$ cat config.mk
export PLATFORM = sky130hd
export DESIGN_NAME = wb_trace_fifo_flat
export DESIGN_NICKNAME = d
export VERILOG_FILES = /design/src/rtl/wb_trace_fifo_if.sv /design/src/rtl/wb_trace_fifo.sv /design/src/flat_wrapper.sv
export SDC_FILE = /design/constraint.sdc
export NUM_CORES = 1
export LEC_CHECK = 0
export CAP_MARGIN = 20
export CORE_ASPECT_RATIO = 1.4
export CORE_MARGIN = 2
export CORE_UTILIZATION = 34
export CTS_BUF_LIST = sky130_fd_sc_hd__clkbuf_8
export DETAILED_ROUTE_END_ITERATION = 8
export DONT_BUFFER_PORTS = 1
export GPL_ROUTABILITY_DRIVEN = 0
export PLACE_DENSITY = 0.58
export SYNTH_ARGS = -nofsm -noshare
export SYNTH_HDL_FRONTEND = slang
export SYNTH_SLANG_ARGS = --single-unit
$ cat constraint.sdc
create_clock -name clk -period 9 [get_ports clk]
set_input_delay 1.8 -clock clk [delete_from_list [all_inputs] [get_ports clk]]
set_output_delay 1.8 -clock clk [all_outputs]
set_load 0.005 [all_outputs]
$ cat src/rtl/wb_trace_fifo_if.sv
// Capture and drain bus of the writeback trace buffer.
// Master drives the snooped writebacks and rd_ready; slave is the buffer.
interface wb_trace_fifo_if #(
   parameter int DW    = 32,
   parameter int AW    = 5,
   parameter int NCH   = 2,
   parameter int DEPTH = 16,
   parameter int TSW   = 16
);
   localparam int CW = $clog2(DEPTH) + 1;

   logic              en;
   logic [NCH-1:0]    ch_we;
   logic [NCH*AW-1:0] ch_rn;
   logic [NCH*DW-1:0] ch_wd;
   logic              rd_ready;
   logic              rd_valid;
   logic [NCH-1:0]    rd_mask;
   logic [NCH*AW-1:0] rd_rn;
   logic [NCH*DW-1:0] rd_wd;
   logic [TSW-1:0]    rd_ts;
   logic [CW-1:0]     count;
   logic [15:0]       drop_cnt;
   logic              ovf;

   modport master (
      output en, ch_we, ch_rn, ch_wd, rd_ready,
      input  rd_valid, rd_mask, rd_rn, rd_wd, rd_ts, count, drop_cnt, ovf
   );

   modport slave (
      input  en, ch_we, ch_rn, ch_wd, rd_ready,
      output rd_valid, rd_mask, rd_rn, rd_wd, rd_ts, count, drop_cnt, ovf
   );
endinterface

$ cat src/rtl/wb_trace_fifo.sv
// Writeback trace buffer: snoops NCH register-file writeback ports and queues
// one timestamped entry per cycle with a qualifying write, drained first-word-fall-through.
module wb_trace_fifo #(
    parameter int             DW    = 32,
    parameter int             AW    = 5,
    parameter int             NCH   = 2,
    parameter int             DEPTH = 16,
    parameter int             TSW   = 16,
    parameter logic [NCH-1:0] ZMASK = NCH'(1),
    parameter bit             WRAP  = 1'b0
) (
    input logic            clk,
    input logic            clr,
    wb_trace_fifo_if.slave bus
);
    localparam int PW = $clog2(DEPTH);
    localparam int CW = PW + 1;
    localparam int EW = TSW + NCH + NCH * AW + NCH * DW;

    logic [EW-1:0]     mem [DEPTH];
    logic [PW-1:0]     head;
    logic [PW-1:0]     tail;
    logic [CW-1:0]     count;
    logic [TSW-1:0]    ts;
    logic [15:0]       drop_cnt;
    logic              ovf;

    logic [NCH-1:0]    q;
    logic [NCH*AW-1:0] rn_m;
    logic [NCH*DW-1:0] wd_m;
    logic [EW-1:0]     entry;
    logic [EW-1:0]     head_e;
    logic              full;
    logic              empty;
    logic              push;
    logic              pop;
    logic              wr;
    logic              lost;
    logic              adv_head;

    always_comb begin
        q    = '0;
        rn_m = '0;
        wd_m = '0;
        for (int i = 0; i < NCH; i++) begin
            q[i] = bus.en & bus.ch_we[i] & ~(ZMASK[i] & (bus.ch_rn[i*AW +: AW] == '0));
            if (q[i]) begin
                rn_m[i*AW +: AW] = bus.ch_rn[i*AW +: AW];
                wd_m[i*DW +: DW] = bus.ch_wd[i*DW +: DW];
            end
        end
    end

    assign entry = {ts, q, rn_m, wd_m};
    assign full  = (count == CW'(DEPTH));
    assign empty = (count == '0);
    assign push  = |q;
    assign pop   = ~empty & bus.rd_ready;
    assign lost  = push & full & ~pop;
    // In ring mode a lost push still writes: it lands on the oldest slot and drags head along.
    assign wr       = push & (~full | pop | WRAP);
    assign adv_head = pop | (lost & WRAP);

    always_ff @(posedge clk) begin
        if (wr) begin
            mem[tail] <= entry;
        end
    end

    always_ff @(posedge clk) begin
        if (clr) begin
            head     <= '0;
            tail     <= '0;
            count    <= '0;
            ts       <= '0;
            drop_cnt <= '0;
            ovf      <= 1'b0;
        end else begin
            ts <= ts + TSW'(1);
            if (wr) begin
                tail <= tail + PW'(1);
            end
            if (adv_head) begin
                head <= head + PW'(1);
            end
            if (wr & ~adv_head) begin
                count <= count + CW'(1);
            end else if (adv_head & ~wr) begin
                count <= count - CW'(1);
            end
            if (lost) begin
                ovf <= 1'b1;
                if (drop_cnt != 16'hFFFF) begin
                    drop_cnt <= drop_cnt + 16'd1;
                end
            end
        end
    end

    // Empty FIFO presents an all-zero head so stale memory never leaks out.
    assign head_e = empty ? '0 : mem[head];

    assign bus.rd_valid = ~empty;
    assign bus.rd_wd    = head_e[0 +: NCH*DW];
    assign bus.rd_rn    = head_e[NCH*DW +: NCH*AW];
    assign bus.rd_mask  = head_e[NCH*DW + NCH*AW +: NCH];
    assign bus.rd_ts    = head_e[NCH*DW + NCH*AW + NCH +: TSW];
    assign bus.count    = count;
    assign bus.drop_cnt = drop_cnt;
    assign bus.ovf      = ovf;
endmodule

$ cat src/flat_wrapper.sv
// flat-port wrapper written by rule: the top's interface ports become plain ports
module wb_trace_fifo_flat 
#(
    parameter int             DW    = 32,
    parameter int             AW    = 5,
    parameter int             NCH   = 2,
    parameter int             DEPTH = 16,
    parameter int             TSW   = 16,
    parameter logic [NCH-1:0] ZMASK = NCH'(1),
    parameter bit             WRAP  = 1'b0
)
  (clk, clr, bus_en, bus_ch_we, bus_ch_rn, bus_ch_wd, bus_rd_ready, bus_rd_valid, bus_rd_mask, bus_rd_rn, bus_rd_wd, bus_rd_ts, bus_count, bus_drop_cnt, bus_ovf);
  wb_trace_fifo_if #(.DW(DW), .AW(AW), .NCH(NCH), .DEPTH(DEPTH), .TSW(TSW)) bus_i ();
  input logic clk;
  input logic clr;
  input wire logic [$bits(bus_i.en)-1:0] bus_en;
  input wire logic [$bits(bus_i.ch_we)-1:0] bus_ch_we;
  input wire logic [$bits(bus_i.ch_rn)-1:0] bus_ch_rn;
  input wire logic [$bits(bus_i.ch_wd)-1:0] bus_ch_wd;
  input wire logic [$bits(bus_i.rd_ready)-1:0] bus_rd_ready;
  output wire logic [$bits(bus_i.rd_valid)-1:0] bus_rd_valid;
  output wire logic [$bits(bus_i.rd_mask)-1:0] bus_rd_mask;
  output wire logic [$bits(bus_i.rd_rn)-1:0] bus_rd_rn;
  output wire logic [$bits(bus_i.rd_wd)-1:0] bus_rd_wd;
  output wire logic [$bits(bus_i.rd_ts)-1:0] bus_rd_ts;
  output wire logic [$bits(bus_i.count)-1:0] bus_count;
  output wire logic [$bits(bus_i.drop_cnt)-1:0] bus_drop_cnt;
  output wire logic [$bits(bus_i.ovf)-1:0] bus_ovf;
  assign bus_i.en = bus_en;
  assign bus_i.ch_we = bus_ch_we;
  assign bus_i.ch_rn = bus_ch_rn;
  assign bus_i.ch_wd = bus_ch_wd;
  assign bus_i.rd_ready = bus_rd_ready;
  assign bus_rd_valid = bus_i.rd_valid;
  assign bus_rd_mask = bus_i.rd_mask;
  assign bus_rd_rn = bus_i.rd_rn;
  assign bus_rd_wd = bus_i.rd_wd;
  assign bus_rd_ts = bus_i.rd_ts;
  assign bus_count = bus_i.count;
  assign bus_drop_cnt = bus_i.drop_cnt;
  assign bus_ovf = bus_i.ovf;
  wb_trace_fifo #(.DW(DW), .AW(AW), .NCH(NCH), .DEPTH(DEPTH), .TSW(TSW), .ZMASK(ZMASK), .WRAP(WRAP)) u_core (.clk(clk), .clr(clr), .bus(bus_i));
endmodule
After elaboration in Yosys (flattened, before gate mapping):

Memories as Yosys holds them, arrays and structs flattened. A register that Yosys moved wholly into a read port is not among the register bits.
Cells that the tools add are included.

* memories: 1
* output and inout port bits: 115
* flip-flop bits (word level): 46
* latch bits: 0
* word-level logic and storage cells: 46
* bits in read-only memories: 0
* input bits: 80
* memory bits (writable): 1472

* reduce and logical (&&, ||, !) cells: 5
* add/sub/neg operators: 6
* magnitude comparators: 0
* shifts and indexed selects: 0
* div/mod/pow operators: 0
* $mul: 0
* equality and inequality tests: 2
* bitwise gates (word level): 15
* mux-type cells: 11

Memory list
* u_core.mem: depth 16, width 92, read ports 1, clocked after memory_dff 1, write ports 1, line wb_trace_fifo.sv:20 `logic [EW-1:0] mem [DEPTH];`

Operators by type and width (count)
* two-way mux 92 bit: 1
* two-way mux 32 bit: 2
* adder 16 x 1 -> 16 bit (second input constant): 2
* two-way mux 5 bit: 4
* inequality test 16 bit (second input constant): 1
* zero test 5 bit: 2
* bitwise AND 1 bit: 9
* adder 4 x 1 -> 4 bit (second input constant): 2
* two-way mux 4 bit: 2
* adder 5 x 1 -> 5 bit (second input constant): 1
* == test 5 bit (second input constant): 1
* NOT 1 bit: 5
* subtractor 5 x 1 -> 5 bit (second input constant): 1
* two-way mux 1 bit: 2
* AND reduction 2 bit: 1
* nonzero test 2 bit: 1
* OR reduction 2 bit: 1
* OR 1 bit: 1

Logic depth before layout (Yosys ltp):

Gate-level depths: netlist (run 1).

* word-level depth: 9
* depth in mapped cells: 12
* depth with buffers taken out: 11

Worst setup path after synthesis (run 1):

No wires, ideal clock.

* path kind: input to register
* from: input port bus_en
* to: memory u_core.mem[0][0] (netlist name), enable pin
* data required time: 8.345 ns
* data arrival time: 9.070 ns
* buffers on the path: 1
* setup slack: -0.725 ns
* cell stages on the path: 6
* setup time: 0.655 ns
* cells stage by stage: clkbuf_1 > o21ai_0 > a21o_2 > nor2_1 > nand2_1 > nor3_1

* longest elaborated chain between the ends: 6
* elaborated cells between the ends (all ways): 7
* classes of those cells: mux: 2; bitwise: 4; reduce/logical: 1

RTL lines
* from (decl): line flat_wrapper.sv:16 `input wire logic [$bits(bus_i.en)-1:0] bus_en;`
* bitwise AND 1 bit (2 in a row): line wb_trace_fifo.sv:46 `q[i] = bus.en & bus.ch_we[i] & ~(ZMASK[i] & (bus.ch_rn[i*AW +: AW] == '0));`
* OR reduction 2 bit *: line wb_trace_fifo.sv:57 `assign push = |q;`
* bitwise AND 1 bit *: line wb_trace_fifo.sv:61 `assign wr = push & (~full | pop | WRAP);`
* via u_core.wr: line wb_trace_fifo.sv:37 `logic wr;`
* two-way mux 1 bit *: line wb_trace_fifo.sv:65 `if (wr) begin`
* two-way mux 1 bit (implied by the code) *: line wb_trace_fifo.sv:66 `mem[tail] <= entry;`
* to (decl): line wb_trace_fifo.sv:20

The timed path passes the listed nets; every way through them passes the cells marked *.

Worst setup path after layout (run 1):

* from: register u_core.count[1] (netlist: u_core.bus.count[1])
* to: output port bus_rd_wd[7]

* longest elaborated chain between the ends: 2

RTL lines
* from (decl): line wb_trace_fifo.sv:23 `logic [CW-1:0] count;`
* from (signal assigned): line wb_trace_fifo.sv:87 `count <= count + CW'(1);`
* from (signal assigned): line wb_trace_fifo.sv:89 `count <= count - CW'(1);`
* zero test 5 bit: line wb_trace_fifo.sv:56 `assign empty = (count == '0);`
* two-way mux 92 bit: line wb_trace_fifo.sv:101 `assign head_e = empty ? '0 : mem[head];`
* to (decl): line flat_wrapper.sv:24 `output wire logic [$bits(bus_i.rd_wd)-1:0] bus_rd_wd;`

No other way between the ends.

==> flow_summary.ini, run 1 <==
[run_status]
status = finished, final reports clean

[die]
die_w_um = 358
start_util_pct = 34.3
core_um2 = 174000
chipHeight_um = 500
io_pins = 195
die_area_um2 = 179000
fp-row-count = 181

[grt]
grt_most_used_layer = met2
grt_max_degree = 127
grt_pass1_wl_um = 215000
track_usage_pct = 16.7
grt_overflow = 0
antenna_found_initial = 39
use_met3_pct = 4.02
groute.layer.met1.usage_pct = 21.8
grt_pass1_vias = 30602
met2_usage_pct = 27.8

[critical_path]
reg2regPathDepth = 7
startpoint = u_core.bus.count[1]
cp_max_fo = 49
r2r_end = u_core.mem[0][30]
reg2reg_from = u_core.bus.count[0]
setup.worst_path.end_class = primary output
path_class = flop to primary output
reg2reg_slack_ps = 5120
worstPathArrival_ps = 4110
worstSetupStartpointType = flop
cp.required_ps = 7200

[sta]
setup_viol = 0
final-max-slew-violation-count = 0
fmax_ghz = 0.169
period_share_pct = 65.7
period_needed_ps = 5910
clock-skew-final_ps = 41.5
slew_headroom_pct = 26.7
hold_viol = 0
tightest_slew_ps = 1100
tns_ps = 0
rsz0062_at_grt = false

[clocking]
clk_pin_slew_ps = 60
clockBufferDepth = 3
h-tree-depth = 4
cts_sinks = 1522
cts_tree = built
post_cts_buffers = 0
cts_buffers = 225
clock_latency_ps = 960
cts_resized = 0
clockRootBuffer = clkbuf_8
ctsHoldBuffers = 0

[pwr]
p_leak_nw = 20.4
power_mw = 16.9
p_per_area_nw_per_um2 = 253
ir_drop_v = 0.000315

[logic_synthesis]
avgSynthCellArea_um2 = 20.5
ys_warn_count = 0
syn_nets = 2997
synth_top_family_by_area = multiplexers
synth_top_area_cell = edfxtp_1
synth-xor-area-share_pct = 0.440
ys_seq_area_share_pct = 75.7
synth_seq_cells = 1522
synthCells = 2905
synth_cell_types = 52
synth_top_area_share_pct = 74.1
synth_fa_ha_area_share_pct = 0.264
ys_top_cells_by_area = edfxtp_1, mux4_2, mux2i_1, mux2_2, dfxtp_1
synthMuxAreaShare_pct = 17.0
synth_area_um2 = 59700
synth_simple_gate_area_share_pct = 2.15
synth-compound-area-share_pct = 3.05

[drt]
routed_wl_um = 150000
viasPerCell = 5.24
drtAntennaViolNets = 0
wl_per_cell_um = 27.2
firstDrtPassIters = 5
vias = 28858
drt_iter0_drc = 2291
remaining_drc_errors = 0

[placement]
io_buffers = 0
post-dp-hpwl_um = 80500

[finish]
fin_nets = 3110
drive_gt1_share_pct = 24.3
area_delta_synth_final_pct = 11.8

[min_path]
whs_endpoint = u_core.bus.ovf
min_from = u_core.bus.ovf
hold_depth = 2
min_path_type = flop to flop

[flow_run]
cap_viol_max_count = 0
==> cells in the final DEF, fill, tap and decap left out, types with 12 or more instances in the layout <==
master	synthesis	routed
mux2_2	99	99
nor2_1	59	46
buf_4	0	55
and2_1	35	35
o21ai_0	53	53
diode_2	0	12
mux2i_1	211	211
xnor2_1	17	17
inv_1	15	97
edfxtp_1	1472	1472
nand2_1	32	31
a21oi_1	65	64
mux4_2	306	306
clkinv_1	0	61
and3_1	43	43
nand3_1	17	17
clkbuf_8	1	228
a211oi_1	51	51
dfxtp_1	50	47
nor2_4	0	12
xor2_1	13	13
o22ai_1	91	91
o211ai_1	26	26
clkinv_2	0	25
==> cells in the mapped netlist, drive strengths merged <==
cell / number
a21o: 5
and2: 36
nor2b: 3
and2b: 1
o21ai: 53
mux2i: 211
dfxtp: 50
mux4: 306
a21oi: 65
or4: 3
nor4b: 1
o41ai: 1
or3b: 1
o31ai: 1
nor4: 10
o22ai: 91
o21bai: 1
fa: 1
xnor2: 17
nor2: 59
a31o: 1
a221o: 1
inv: 15
nand2b: 2
ha: 11
nor3b: 2
xor2: 13
mux2: 100
nand2: 32
or2: 2
and3: 43
or3: 2
and4: 2
nor3: 9
edfxtp: 1472
o211ai: 26
nand3: 18
clkbuf: 98
a211oi: 51
nand4: 11
buf: 78
==> kinds of logic (layout without fill, tap and decap cells) <==
kind of cell               after synthesis  after routing
AOI/OAI and AO/OA                      296            296
other                                    0             12
buffers and inverters                  191            495
muxes                                  617            617
xor gates and xnor gates                30             30
DFF                                   1522           1522
and+or+nand+nor                        237            237
adders and majority gates               12             12
==> critical path, stage by stage, from the launching register on <==
cell	delay, ps
dfxtp_1	360
or4_4	600
or2_2	420
nand2_4	680
buf_4	800
o22ai_1	260
==> registers in the layout (all words and copies together) (netlist names), named ones only <==
| signal | cells |
|---|---|
| u_core.bus.drop_cnt | 16 |
| u_core.ts | 16 |
| u_core.head | 4 |
| u_core.bus.ovf | 1 |
| u_core.mem | 1472 |
| u_core.tail | 4 |
| u_core.bus.count | 5 |
==> stage by stage <==
stage | util (%) | instance area, µm² | worst slack (ps) | hold slack, ps | instances
final | 38.3 | 66700 | 3090 | 465 | 5508
after global routing | 38.3 | 66700 | 2870 | 509 | 5499
after CTS | 38.3 | 66700 | 2890 | 475 | 5496
after detailed placement | 35.9 | 62500 | 3530 | 466 | 5078
after global placement | 35.9 | 62500 | 3550 | 452 | 5078
after floorplan | - | 59700 | 1740 | 439 | 2905
==> power by group <==
group,internal (mW),total (mW),switching (mW)
Clock,2.57,5.22,2.65
Sequential,7.86,7.98,0.119
Combinational,1.65,3.68,2.03
==> layer usage <==
| layer | wire length [µm] | vias to the layer above | part of all wire (%) |
|---|---|---|---|
| met1 | 63000 | 15396 | 42 |
| met2 | 74400 | 846 | 50 |
| met3 | 9450 | 242 | 6.3 |
| li1 | - | 12354 | - |
| met5 | 125 | - | 0.083 |
| met4 | 3070 | 20 | 2.0 |
==> cell type report <==
class	instances	area, µm²
clock inverters	190	1050
fillers	15592	107000
diodes	12	30.0
flip-flops and latches	1522	45200
clock buffers	228	3140
inverters	15	57.6
multi-input cells	1192	13800
well taps	2287	2860
repair buffers	62	553
==> worst max-delay path by stage <==
stage                             end  slack [ps]
floorplan           u_core.mem[12][0]        1740
global placement    u_core.mem[0][13]        3550
detailed placement  u_core.mem[0][13]        3530
CTS                      bus_rd_ts[2]        2890
global route            bus_rd_ts[10]        2870
finish                   bus_rd_wd[7]        3090
Note: power is estimated with default switching activity, not from simulation.
==> run 2, diff against run 1 <==
- PLACE_DENSITY: 0.58 -> 0.56
- clock period: 9 -> 6.2 ns (I/O delays scaled with it)
==> flow_summary.ini, run 2 (synthesized netlist as in run 1, its figures left out) <==
[critical_path]
path_cells = or4_4 -> or2_2 -> nand2_4 -> buf_4 -> o22ai_1
reg2reg_from = u_core.bus.count[1]
r2r_end = u_core.bus.count[4]
cp_max_fo = 44
worstPathArrival_ps = 3920
setup.worst_path.end_class = primary output
slowest_delay_ps = 700
path_class = flop to primary output
reg2reg_slack_ps = 2400
crit_buf_inv = 1
crit_family = simple AND/OR/NAND/NOR gates
worstSetupStartpointType = flop
crit_slowest_cell = nand2_4
reg2regPathDepth = 10
cp.required_ps = 4960

[run_status]
status = finished, final reports clean

[min_path]
min_from = clr
whs_endpoint = u_core.bus.drop_cnt[15]
min_path_type = primary input to flop
hold_depth = 1

[finish]
largest_reg_flops = 1472
final_cell_area_um2 = 67200
largest_register = u_core.mem
fin_cells = 5526
utilization_pct = 38.6
fin_nets = 3131
drive_gt1_share_pct = 25.0
fill_cells = 15620
area_delta_synth_final_pct = 12.6
final_common_cell = edfxtp_1
final_cell_mix = edfxtp_1, mux4_2, clkbuf_8
reg_top3 = u_core.mem x1472, u_core.bus.drop_cnt x16, u_core.ts x16

[clocking]
ctsHoldBuffers = 0
cts_resized = 0
cts_tree = built
cts_buffers = 228
cts_sinks = 1522
clockBufferDepth = 3
clk_pin_slew_ps = 60
clock_latency_ps = 980
post_cts_buffers = 0
clockRootBuffer = clkbuf_8
h-tree-depth = 4

[grt]
grt_pass1_vias = 30787
grt_pass1_wl_um = 213000
antenna_found_initial = 30
grt_max_degree = 93
grt_overflow = 0
track_usage_pct = 16.4

[pwr]
ir_drop_v = 0.000474
p_leak_nw = 20.6
p_per_area_nw_per_um2 = 366
power_mw = 24.6

[placement]
placedInstanceArea_um2 = 62900
post-dp-hpwl_um = 79300
dp.cells = 5096
place_ws_ps = 1740
io_buffers = 0

[sta]
clock-skew-final_ps = 83.2
slew_headroom_pct = 28.2
rsz0062_at_grt = false
period_share_pct = 83.2
tns_ps = 0
fin_ws_ps = 1040
final-max-slew-violation-count = 0
period_needed_ps = 5160
fin_worst_hold_slack_ps = 323
tightest_slew_ps = 1060
hold_viol = 0
fmax_ghz = 0.194
setup_viol = 0

[die]
die_w_um = 358
die_area_um2 = 179000
core_um2 = 174000
io_pins = 195
fp-row-count = 181
chipHeight_um = 500
start_util_pct = 34.3

[drt]
routed_wl_um = 147000
remaining_drc_errors = 0
drt_iter0_drc = 2335
wl_per_cell_um = 26.7
vias = 28956
firstDrtPassIters = 5
drtAntennaViolNets = 0
viasPerCell = 5.24

[flow_run]
cap_viol_max_count = 0
==> run 2: cell types whose count changed in the layout (fill, tap and decap cells not counted), moves of 2 or more <==
| cell | before | now |
|---|---|---|
| inv_12 | 1 | 3 |
| buf_4 | 55 | 51 |
| clkinv_2 | 25 | 29 |
| clkinv_1 | 61 | 70 |
| buf_12 | 7 | 29 |
| inv_1 | 97 | 81 |
| diode_2 | 12 | 8 |
| bufinv_16 | 7 | 3 |
| clkbuf_8 | 228 | 239 |
| clkinv_8 | 5 | 2 |
==> run 2: worst max path at each step <==
stage | start | end | slack [ps] | depth (start not counted)
2_1_floorplan | bus_en | u_core.mem[12][0] | -500 | 6
3_3_place_gp | bus_ch_rn[1] | u_core.bus.count[4] | 1720 | 10
3_5_place_dp | bus_ch_rn[1] | u_core.bus.count[4] | 1740 | 10
4_1_cts | u_core.bus.count[1] | bus_rd_rn[7] | 860 | 5
5_1_grt | u_core.bus.count[1] | bus_rd_rn[7] | 820 | 5
6_report | u_core.bus.count[1] | bus_rd_wd[29] | 1040 | 5
==> run 2: layout make-up <==
type,instances,area [µm²],share of cell area (%)
inverters,15,57.6,0.0857
flip-flops and latches,1522,45200,67.3
clock inverters,183,937,1.39
clock buffers,239,3290,4.90
well taps,2287,2860,4.26
diodes,8,20.0,0.0298
repair buffers,80,963,1.43
multi-input cells,1192,13800,20.6
==> run 2: where the power goes <==
group / internal [mW] / total [mW] / switching (mW) / leakage, nW
Sequential: 11.4 / 11.6 / 0.161 / 14.0
Combinational: 2.48 / 5.42 / 2.94 / 4.14
Clock: 3.71 / 7.61 / 3.90 / 2.41
Total: 17.6 / 24.6 / 7.00 / 20.6
==> run 2: metal layers <==
| metal | vias to the layer above | routed length [µm] | global-route usage, % |
|---|---|---|---|
| li1 | 12377 | - | - |
| met1 | 15535 | 60800 | 20.8 |
| met2 | 753 | 74000 | 27.7 |
| met3 | 267 | 9300 | 4.20 |
| met4 | 24 | 3040 | 4.58 |
| met5 | - | 148 | 0 |
